==> config.mk <==
export PLATFORM = sky130hd
export DESIGN_NAME = spi_master_driver
export DESIGN_NICKNAME = d
export VERILOG_FILES = /design/src/rtl/spi_master_driver.sv
export SDC_FILE = /design/constraint.sdc
export NUM_CORES = 1
export LEC_CHECK = 0
export CELL_PAD_IN_SITES_DETAIL_PLACEMENT = 1
export CELL_PAD_IN_SITES_GLOBAL_PLACEMENT = 1
export CORE_UTILIZATION = 39
export DETAILED_ROUTE_END_ITERATION = 16
export GPL_TIMING_DRIVEN = 1
export PLACE_DENSITY = 0.74
export SLEW_MARGIN = 20
export SYNTH_ARGS = -nofsm -noshare
export SYNTH_HDL_FRONTEND = slang
export SYNTH_SLANG_ARGS = --single-unit
==> constraint.sdc <==
create_clock -name clk -period 2.35 [get_ports clk]
set_clock_uncertainty 0.2 [all_clocks]
set_input_delay 0.47 -clock clk [delete_from_list [all_inputs] [get_ports clk]]
set_output_delay 0.47 -clock clk [all_outputs]
set_load 0.01 [all_outputs]
==> src/rtl/spi_master_driver.sv <==
// ============================================================================
// Module   : spi_master_driver
// Brief    : SPI master issuing 10-bit command frames (MSB first) on the
//            shared system clock; read-data frames capture an 8-bit reply
//            from MISO after RD_LAT cycles of turnaround.
// Option   : SPI_MASTER_PROTO_CHK_EN - reject read-data commands that are
//            not preceded by a read-address command (pulses err).
// Revision : 1.0 - initial release
// ============================================================================
`default_nettype none

module spi_master_driver #(
  parameter int RD_LAT = 3,
  parameter int GAP    = 2
) (
  input  logic       clk,
  input  logic       rst_n,
  input  logic       cmd_valid,
  output logic       cmd_ready,
  input  logic [9:0] cmd_word,
  output logic       rsp_valid,
  output logic [7:0] rsp_data,
  output logic       busy,
  output logic       err,
  output logic       SS_n,
  output logic       MOSI,
  input  logic       MISO
);

  // One shared wait counter covers both the read turnaround and the gap.
  localparam int c_wait_max = (RD_LAT > GAP) ? RD_LAT : GAP;
  localparam int c_wait_w   = (c_wait_max > 2) ? $clog2(c_wait_max) : 1;
  localparam logic [c_wait_w-1:0] c_rd_last  = c_wait_w'((RD_LAT > 0) ? RD_LAT - 1 : 0);
  // SS_n is already high during the frame-ending edge, so GAP-1 more cycles.
  localparam logic [c_wait_w-1:0] c_gap_last = c_wait_w'((GAP > 1) ? GAP - 2 : 0);
  localparam logic [1:0] c_op_rd_addr = 2'b10;
  localparam logic [1:0] c_op_rd_data = 2'b11;

  typedef enum logic [2:0] {
    S_IDLE    = 3'd0,
    S_HOLD    = 3'd1,
    S_SHIFT   = 3'd2,
    S_WAIT_RD = 3'd3,
    S_CAPTURE = 3'd4,
    S_GAP     = 3'd5
  } state_t;

  state_t                r_state;
  logic [9:0]            r_sh;
  logic                  r_rd;
  logic [3:0]            r_bit_cnt;
  logic [c_wait_w-1:0]   r_wait_cnt;
`ifdef SPI_MASTER_PROTO_CHK_EN
  logic                  r_rd_armed;
  logic                  r_reject;
`else
  assign err = 1'b0;
`endif

  // Frame sequencer: all pin and handshake outputs are registered here.
  always_ff @(posedge clk) begin
    if (!rst_n) begin
      r_state    <= S_IDLE;
      r_sh       <= '0;
      r_rd       <= 1'b0;
      r_bit_cnt  <= '0;
      r_wait_cnt <= '0;
      cmd_ready  <= 1'b1;
      busy       <= 1'b0;
      rsp_valid  <= 1'b0;
      rsp_data   <= '0;
      SS_n       <= 1'b1;
      MOSI       <= 1'b0;
`ifdef SPI_MASTER_PROTO_CHK_EN
      err        <= 1'b0;
      r_rd_armed <= 1'b0;
      r_reject   <= 1'b0;
`endif
    end else begin
      rsp_valid <= 1'b0;
`ifdef SPI_MASTER_PROTO_CHK_EN
      err       <= 1'b0;
`endif
      case (r_state)
        S_IDLE: begin
          if (cmd_valid) begin
            r_sh       <= cmd_word;
            r_rd       <= (cmd_word[9:8] == c_op_rd_data);
            r_bit_cnt  <= '0;
            r_wait_cnt <= '0;
            cmd_ready  <= 1'b0;
            busy       <= 1'b1;
            r_state    <= S_HOLD;
`ifdef SPI_MASTER_PROTO_CHK_EN
            if (cmd_word[9:8] == c_op_rd_data && !r_rd_armed) begin
              r_reject <= 1'b1;
            end else begin
              r_reject <= 1'b0;
              SS_n     <= 1'b0;
              MOSI     <= cmd_word[9];
              if (cmd_word[9:8] == c_op_rd_addr)      r_rd_armed <= 1'b1;
              else if (cmd_word[9:8] == c_op_rd_data) r_rd_armed <= 1'b0;
            end
`else
            SS_n <= 1'b0;
            MOSI <= cmd_word[9];
`endif
          end
        end

        S_HOLD: begin
`ifdef SPI_MASTER_PROTO_CHK_EN
          if (r_reject) begin
            err       <= 1'b1;
            r_reject  <= 1'b0;
            cmd_ready <= 1'b1;
            busy      <= 1'b0;
            r_state   <= S_IDLE;
          end else
`endif
          if (r_bit_cnt == 4'd1) begin
            r_bit_cnt <= '0;
            r_state   <= S_SHIFT;
          end else begin
            r_bit_cnt <= r_bit_cnt + 4'd1;
          end
        end

        S_SHIFT: begin
          if (r_bit_cnt == 4'd9) begin
            MOSI       <= 1'b0;
            r_bit_cnt  <= '0;
            r_wait_cnt <= '0;
            if (r_rd) begin
              r_state <= (RD_LAT > 0) ? S_WAIT_RD : S_CAPTURE;
            end else begin
              SS_n <= 1'b1;
              if (GAP > 1) begin
                r_state <= S_GAP;
              end else begin
                r_state   <= S_IDLE;
                cmd_ready <= 1'b1;
                busy      <= 1'b0;
              end
            end
          end else begin
            MOSI      <= r_sh[8];
            r_sh      <= {r_sh[8:0], 1'b0};
            r_bit_cnt <= r_bit_cnt + 4'd1;
          end
        end

        S_WAIT_RD: begin
          if (r_wait_cnt == c_rd_last) begin
            r_wait_cnt <= '0;
            r_bit_cnt  <= '0;
            r_state    <= S_CAPTURE;
          end else begin
            r_wait_cnt <= r_wait_cnt + c_wait_w'(1);
          end
        end

        S_CAPTURE: begin
          if (r_bit_cnt == 4'd8) begin
            rsp_valid  <= 1'b1;
            SS_n       <= 1'b1;
            r_bit_cnt  <= '0;
            r_wait_cnt <= '0;
            if (GAP > 1) begin
              r_state <= S_GAP;
            end else begin
              r_state   <= S_IDLE;
              cmd_ready <= 1'b1;
              busy      <= 1'b0;
            end
          end else begin
            rsp_data  <= {rsp_data[6:0], MISO};
            r_bit_cnt <= r_bit_cnt + 4'd1;
          end
        end

        S_GAP: begin
          if (r_wait_cnt == c_gap_last) begin
            r_wait_cnt <= '0;
            r_state    <= S_IDLE;
            cmd_ready  <= 1'b1;
            busy       <= 1'b0;
          end else begin
            r_wait_cnt <= r_wait_cnt + c_wait_w'(1);
          end
        end

        default: begin
          r_state   <= S_IDLE;
          cmd_ready <= 1'b1;
          busy      <= 1'b0;
          SS_n      <= 1'b1;
          MOSI      <= 1'b0;
        end
      endcase
    end
  end

endmodule

`default_nettype wire

==> flow_summary.rst, run 1 <==
.. list-table::
   :header-rows: 1

   * - Metric
     - Value
   * - Fraction of power consumed by sequential logic
     - 0.360
   * - Crit path kind
     - register to register
   * - Accumulated negative setup slack
     - 0 ns
   * - Worst Hold Slack
     - 0.295 ns
   * - P&R area growth vs syn
     - 25.5%
   * - Synthesized-area fraction occupied by and/or/nand/nor cells
     - 0.187
   * - Most used flip-flop cell after synthesis
     - sky130_fd_sc_hd__dfxtp_1
   * - Maximum single-stage delay on the critical path
     - 0.42 ns
   * - Result of the run
     - completed
   * - ANT nets after route
     - 0
   * - Bufs on Longest Clock Path
     - 2
   * - Average wire per cell in the routed design
     - 16.9 um
   * - Cell taking the most area after synthesis
     - sky130_fd_sc_hd__dfxtp_1
   * - Via-per-instance ratio
     - between 5 and 6
   * - Static leakage
     - 0.823 nW
   * - Antenna cells
     - 0
   * - # Post-CTS Setup Buffers
     - 0
   * - Power Density
     - 1100 nW/um2
   * - Largest cells by area after synthesis
     - sky130_fd_sc_hd__dfxtp_1 (40%), sky130_fd_sc_hd__mux2i_1 (11%), sky130_fd_sc_hd__nor2_1 (6.6%)
   * - Hold Path Stages
     - 2
   * - Switching power
     - 0.895 mW
   * - Series of cell instances along the critical path
     - buf_4 > nor3b_1 > nand2_1 > nand3_2 > a21oi_1 > a311oi_1
   * - Slowest cell on crit path
     - sky130_fd_sc_hd__dfxtp_1
   * - CP max FO
     - 9
   * - Post-Layout Inst Area
     - 2000 um2
   * - Worst Reg2Reg Path Length in Cells
     - 6
   * - Drt total wl
     - 4.34 mm
   * - Final setup slack of the worst path
     - 0.275 ns
   * - Clock net sink count
     - 32
   * - Hold/Removal Path Class
     - register to register
   * - Clock group share of total power
     - 0.197
   * - Post-CTS Hold Fix Bufs
     - 0
   * - Non-Filler Instances
     - 256
   * - Proportion of synthesized chip area in sequential cells
     - 0.401
   * - Post-synthesis mux area share
     - 0.107
   * - Internal power
     - 1.32 mW
   * - Clock latency of the later-clocked register in the worst-skew pair
     - 0.29 ns
   * - Fraction of post-synthesis cell area in the top cell type by area
     - 0.401
   * - Main combinational cell family by area after synthesis
     - compound AO/OA/AOI/OAI gates
   * - # port buffers
     - 26
   * - CORE AREA
     - between 3000 and 4000 um2
   * - Vias in the first global route
     - 1523
   * - CTS resizes
     - 0
   * - Minimum setup slack among reg-to-reg paths
     - 0.28 ns
   * - Post-Syn Area
     - around 1600 um2
   * - Final layout net count
     - 229
   * - TritonCTS buffer count
     - 5
   * - Violation count after the first detailed-route iteration
     - 35
   * - M1 GR Usage
     - 0.246
   * - Maximum clock rate
     - 482 MHz
   * - Arrival time worst endpoint
     - 2.05 ns
   * - Critical Path Source Type
     - register
   * - Net switching fraction of the power
     - 0.404
   * - GR met3 Demand/Resource
     - 0.0810
   * - Flops & latches, synth
     - 32
   * - Share of post-route cells with drive strength above 1
     - 0.0962
   * - Number of warning messages in the yosys log
     - 0
   * - Layer with the highest usage
     - met2
   * - Fraction of the cycle the final worst path needs
     - 0.883
   * - Total count of hold-check failures in the final report
     - 0
   * - Number of top-level pins
     - 28
   * - Max-cap violations
     - 0
   * - Clock tree from TritonCTS
     - done
   * - Initial Util
     - 0.420
   * - Required @ worst endpoint
     - 2.33 ns
   * - Overall die height
     - 66.0 um
   * - Most numerous cell in the Yosys netlist
     - sky130_fd_sc_hd__dfxtp_1
   * - Post-synth EDFFs
     - 0
   * - Area fraction in compound gates after synthesis
     - 0.187
   * - Crit end category
     - register
   * - RSZ-0062 raised after global routing
     - false
   * - Xor/xnor share of the synthesized area
     - 0
   * - Count of pins over their slew limit
     - 0
   * - Number of placed instances with taps included
     - 248
   * - Per-instance average area after synthesis
     - around 9 um2
   * - VDD IR max
     - ~0.47 mV
   * - Total grt overflow
     - 0
   * - Number of unique standard cell types used by synthesis
     - 42
   * - Row count
     - 22
   * - Final setup violation count
     - 0
   * - Remaining routing DRC violations
     - 0
   * - GPL Wtd Cong
     - 0.905
   * - Floorplan die width
     - roughly 66 um
   * - Adder-cell area share of the yosys netlist
     - 0.0627
   * - Deepest level of the CTS H-tree
     - 2
   * - Minimum period implied by the final worst setup slack
     - 2.07 ns
   * - Number of antenna violations at the first check in global routing
     - 0
   * - Worst slack, placed
     - approximately 0.18 ns
   * - Global-route wire length before repair
     - 7.20 mm
   * - GRT Resource Usage Total
     - 0.222
   * - Commonest cells in the synthesized netlist
     - sky130_fd_sc_hd__dfxtp_1 (32), sky130_fd_sc_hd__nor2_1 (28), sky130_fd_sc_hd__mux2i_1 (17), sky130_fd_sc_hd__a211oi_1 (11)
   * - Detailed Routing Iterations Pass 1
     - 4
   * - Post-synthesis instance total
     - 178
   * - GR met2 Demand/Resource
     - 0.378
   * - Routed vias
     - 1422
   * - Die footprint
     - 4350 um2
   * - Share of the core filled with cells
     - 0.528
   * - Largest net degree at the start of global routing
     - 29
   * - Clock Root Buffer
     - sky130_fd_sc_hd__clkbuf_8
   * - Cell area reported after detailed placement
     - 1910 um2
   * - Post-Synthesis Net Count
     - 200
   * - Total power consumption of the routed design
     - around 2.2 mW
   * - Share of synthesized registers carrying an async set or reset
     - 0
   * - Clock slew at reported path FFs
     - around 0.070 ns
   * - HPWL after detailed placement
     - 3.02 mm
   * - Share of power burned in combinational logic
     - 0.443
## critical path, delay by kind of cell (launching register included)
family                 cells  cell delay (ns)
DFF                        1             0.42
AOI/OAI and AO/OA          2             0.41
buffers and inverters      1             0.22
and+or+nand+nor            3             0.71
## registers in the layout (all words and copies together), names as in the netlist
name and flops:
MOSI 1, SS_n 1, busy 1, cmd_ready 1, r_bit_cnt 4, r_rd 1, r_sh 9, r_state 3
r_wait_cnt 2, rsp_data 8, rsp_valid 1
## logic make-up (layout without fill, tap and decap cells)
group | after synthesis | in the layout
AOI/OAI and AO/OA | 42 | 42
adders and majority gates | 8 | 8
buffers and inverters | 18 | 48
DFF | 32 | 32
muxes | 17 | 17
other | 1 | 1
and+or+nand+nor | 60 | 60
## power groups by stage
stage | clock (mW) | sequential, mW | combinational (mW)
global placement | 0 | 0.786 | 0.904
global route | 0.483 | 0.814 | 1.08
finish | 0.437 | 0.797 | 0.980
floorplan | 0 | 0.768 | 0.703
CTS | 0.452 | 0.795 | 0.982
detailed placement | 0 | 0.800 | 0.951
## path summary, 6_finish.rpt
kind         startpoint            to
max reg2reg  r_state[0]  r_bit_cnt[2]
max          r_state[0]  r_bit_cnt[2]
min                busy          busy
min reg2reg        busy          busy
## metal layers
layer,vias up,wire (um),part of all wire
met2,37,2170,0.50
met3,11,215,0.050
met4,0,122,0.028
met1,689,1830,0.42
li1,685,-,-
met5,-,0,0
## cells in the final DEF, fill, tap and decap left out, types with 2 or more instances in the layout
cell / Yosys / layout
sky130_fd_sc_hd__nand3_1: 5 / 5
sky130_fd_sc_hd__o21ai_0: 4 / 4
sky130_fd_sc_hd__nor2b_1: 2 / 2
sky130_fd_sc_hd__clkinv_2: 0 / 2
sky130_fd_sc_hd__a2bb2oi_1: 2 / 2
sky130_fd_sc_hd__ha_1: 8 / 8
sky130_fd_sc_hd__clkbuf_8: 0 / 6
sky130_fd_sc_hd__mux2i_1: 17 / 17
sky130_fd_sc_hd__inv_1: 7 / 7
sky130_fd_sc_hd__a211oi_1: 11 / 11
sky130_fd_sc_hd__a22o_1: 2 / 2
sky130_fd_sc_hd__dfxtp_1: 32 / 32
sky130_fd_sc_hd__nand3b_1: 2 / 2
sky130_fd_sc_hd__a22oi_1: 2 / 2
sky130_fd_sc_hd__nor2_1: 28 / 28
sky130_fd_sc_hd__buf_4: 4 / 6
sky130_fd_sc_hd__nand2_1: 10 / 10
sky130_fd_sc_hd__a21oi_1: 10 / 10
sky130_fd_sc_hd__a21o_1: 2 / 2
sky130_fd_sc_hd__clkdlybuf4s50_1: 0 / 26
## final cells by class
class / instances / area [um2]
multi-input cells: 128 / 876
flip-flops and latches: 32 / 641
well taps: 48 / 60.1
fillers: 448 / 1790
inverters: 8 / 30.0
clock inverters: 2 / 10.0
clock buffers: 6 / 82.6
repair buffers: 32 / 305
(Power assumes the default switching activity.)
==> run 2: changes to the inputs <==
--- a/config.mk
+++ b/config.mk
@@ -11,6 +11,7 @@
 export DETAILED_ROUTE_END_ITERATION = 16
 export GPL_TIMING_DRIVEN = 1
 export PLACE_DENSITY = 0.74
+export SKIP_LAST_GASP = 1
 export SLEW_MARGIN = 20
 export SYNTH_ARGS = -nofsm -noshare
 export SYNTH_HDL_FRONTEND = slang
==> constraint.sdc (replaced) <==
create_clock -name clk -period 2.2 [get_ports clk]
set_clock_uncertainty 0.2 [all_clocks]
set_input_delay 0.44 -clock clk [delete_from_list [all_inputs] [get_ports clk]]
set_output_delay 0.44 -clock clk [all_outputs]
set_load 0.01 [all_outputs]
==> run 2 against run 1 <==
Effect of this change:
- sequential power is 4.3% higher
- power is 4.7% higher
- wire length is 9.1% lower
- first-iteration DRC count is 37% lower
- maximum frequency is 6.5% higher
- cell area is 0.12% lower
- hold slack worse by 0.024 ns
- setup slack worse by 0.023 ns
- via count is 1.2% lower
- critical path type unchanged
- largest cell class unchanged
==> flow_summary.rst, run 2 (synthesis results as in run 1) <==
.. list-table::
   :header-rows: 1

   * - Metric
     - Value
   * - Accumulated negative setup slack
     - 0 ns
   * - Commonest cells after routing, fill and taps aside
     - sky130_fd_sc_hd__dfxtp_1 (32), sky130_fd_sc_hd__nor2_1 (28), sky130_fd_sc_hd__clkdlybuf4s50_1 (26)
   * - Post-Layout Inst Area
     - about 2000 um2
   * - P&R area growth vs syn
     - 25.4%
   * - CP max FO
     - 9
   * - Largest regs
     - r_sh: 9 flops, rsp_data: 8 flops, r_bit_cnt: 4 flops
   * - Violation count after the first detailed-route iteration
     - 22
   * - Largest net degree at the start of global routing
     - 29
   * - Max-cap violations
     - 0
   * - Count of pins over their slew limit
     - 0
   * - CTS resizes
     - 0
   * - Worst Reg2Reg Path Length in Cells
     - 6
   * - Most common cell on crit path
     - sky130_fd_sc_hd__a211oi_1
   * - Required @ worst endpoint
     - between 2 and 2.5 ns
   * - Clock Root Buffer
     - sky130_fd_sc_hd__clkbuf_8
   * - Total count of hold-check failures in the final report
     - 0
   * - Worst-margin pin slew
     - around 0.52 ns
   * - Floorplan die width
     - 66.0 um
   * - Total grt overflow
     - 0
   * - GRT Resource Usage Total
     - 0.205
   * - Critical Path Source Type
     - register
   * - Via-per-instance ratio
     - 5.49
   * - Average wire per cell in the routed design
     - approximately 15 um
   * - Die footprint
     - 4350 um2
   * - Maximum single-stage delay on the critical path
     - ~0.47 ns
   * - Static leakage
     - 0.818 nW
   * - Arrival time worst endpoint
     - 1.93 ns
   * - Row count
     - 22
   * - WP depth
     - 6
   * - Vias in the first global route
     - 1458
   * - Initial Util
     - 0.420
   * - Slowest cell on crit path
     - sky130_fd_sc_hd__nor4_1
   * - Clock tree from TritonCTS
     - done
   * - Largest register by flop count
     - r_sh
   * - Number of antenna violations at the first check in global routing
     - 0
   * - Fraction of the cycle the final worst path needs
     - 0.885
   * - Total power consumption of the routed design
     - 2.32 mW
   * - Crit end category
     - register
   * - Number of top-level pins
     - 28
   * - Result of the run
     - completed
   * - RSZ-0062 raised after global routing
     - false
   * - Detailed Routing Iterations Pass 1
     - 4
   * - Hold Path Stages
     - 2
   * - Clock slew at reported path FFs
     - 0.07 ns
   * - Routed vias
     - 1405
   * - Crit path kind
     - register to register
   * - Share of post-route cells with drive strength above 1
     - 0.0865
   * - Bufs on Longest Clock Path
     - 2
   * - Post-CTS Hold Fix Bufs
     - 0
   * - ANT nets after route
     - 0
   * - CORE AREA
     - 3800 um2
   * - GPL Wtd Cong
     - approximately 0.9
   * - Antenna cells
     - 0
   * - Series of cell instances along the critical path
     - buf_4 > nor4_1 > a211oi_1 > nand4_1 > a211oi_1 > o211a_1
   * - VDD IR max
     - 0.540 mV
   * - Drt total wl
     - 3.95 mm
   * - Final layout net count
     - 229
   * - Minimum period implied by the final worst setup slack
     - 1.95 ns
   * - Number of fillers in the final layout
     - between 400 and 500
   * - Number of placed instances with taps included
     - about 250
   * - Worst slew slack as a fraction of its limit
     - 0.654
   * - Remaining routing DRC violations
     - 0
   * - Hold/Removal Path Class
     - register to register
   * - Global-route wire length before repair
     - 6.66 mm
   * - Non-Filler Instances
     - 256
   * - Overall die height
     - ~66 um
   * - HPWL after detailed placement
     - 2.93 mm
   * - Number of buffers and inverters on the critical path
     - 1
   * - Final setup violation count
     - 0
   * - Deepest level of the CTS H-tree
     - 2
   * - # port buffers
     - 26
   * - Largest register FFs
     - 9
   * - TritonCTS buffer count
     - 5
   * - Cell area reported after detailed placement
     - 1910 um2
   * - Family with the most delay on the worst path
     - simple AND/OR/NAND/NOR gates
   * - # Post-CTS Setup Buffers
     - 0
   * - Power Density
     - 1160 nW/um2
   * - Clock latency of the later-clocked register in the worst-skew pair
     - 0.29 ns
   * - Clock net sink count
     - 32
   * - Most common cell after layout, fill and taps aside
     - sky130_fd_sc_hd__dfxtp_1
   * - Maximum clock rate
     - ~500 MHz
-- run 2: cell count changes in the layout (fill, tap and decap cells not counted), sizes merged --
| cell | delta |
|---|---|
| clkbuf | +2 |
| clkinv | -2 |
-- run 2: through the flow --
| stage | hold slack [ns] | utilization | setup WS, ns |
|---|---|---|---|
| 2_1_floorplan | 0.248 | - | 0.461 |
| 3_3_place_gp | 0.265 | 0.503 | 0.164 |
| 3_5_place_dp | 0.276 | 0.503 | 0.0692 |
| 4_1_cts | 0.276 | 0.527 | 0.287 |
| 5_1_grt | 0.296 | 0.527 | 0.113 |
| 6_report | 0.271 | 0.527 | 0.252 |
-- run 2: worst paths after layout --
| check | to | startpoint | slack, ns |
|---|---|---|---|
| min | r_sh[0] | r_sh[0] | 0.27 |
| max | r_state[2] | r_state[2] | 0.25 |
| min reg2reg | r_sh[0] | r_sh[0] | 0.27 |
| max reg2reg | r_state[2] | r_state[2] | 0.25 |
-- run 2: routing by layer --
layer	wire length [um]	GRT usage	vias up
met1	1790	0.238	670
met4	85	0.0957	0
met3	213	0.0741	10
met2	1860	0.334	37
li1	-	-	688
met5	0	0	-
-- run 2: layout make-up --
type	count	area (um2)	area share
Timing Repair Buffer	32	305	0.153
Sequential cell	32	641	0.320
Tap cell	48	60.1	0.0300
Multi-Input combinational cell	128	876	0.438
Clock buffer	8	90.1	0.0450
Inverter	8	30.0	0.0150
-- run 2: power by group --
part           switching [mW]  total (mW)  internal [mW]
combinational           0.584        1.02          0.438
clock                   0.212       0.467          0.255
sequential              0.109       0.831          0.722
total                   0.904        2.32           1.41
-- run 2: worst min-delay path, stage by stage, from the launching register on --
cell and delay (ns):
sky130_fd_sc_hd__dfxtp_1 0.31, sky130_fd_sc_hd__nand3_1 0.06, sky130_fd_sc_hd__a21oi_1 0.06
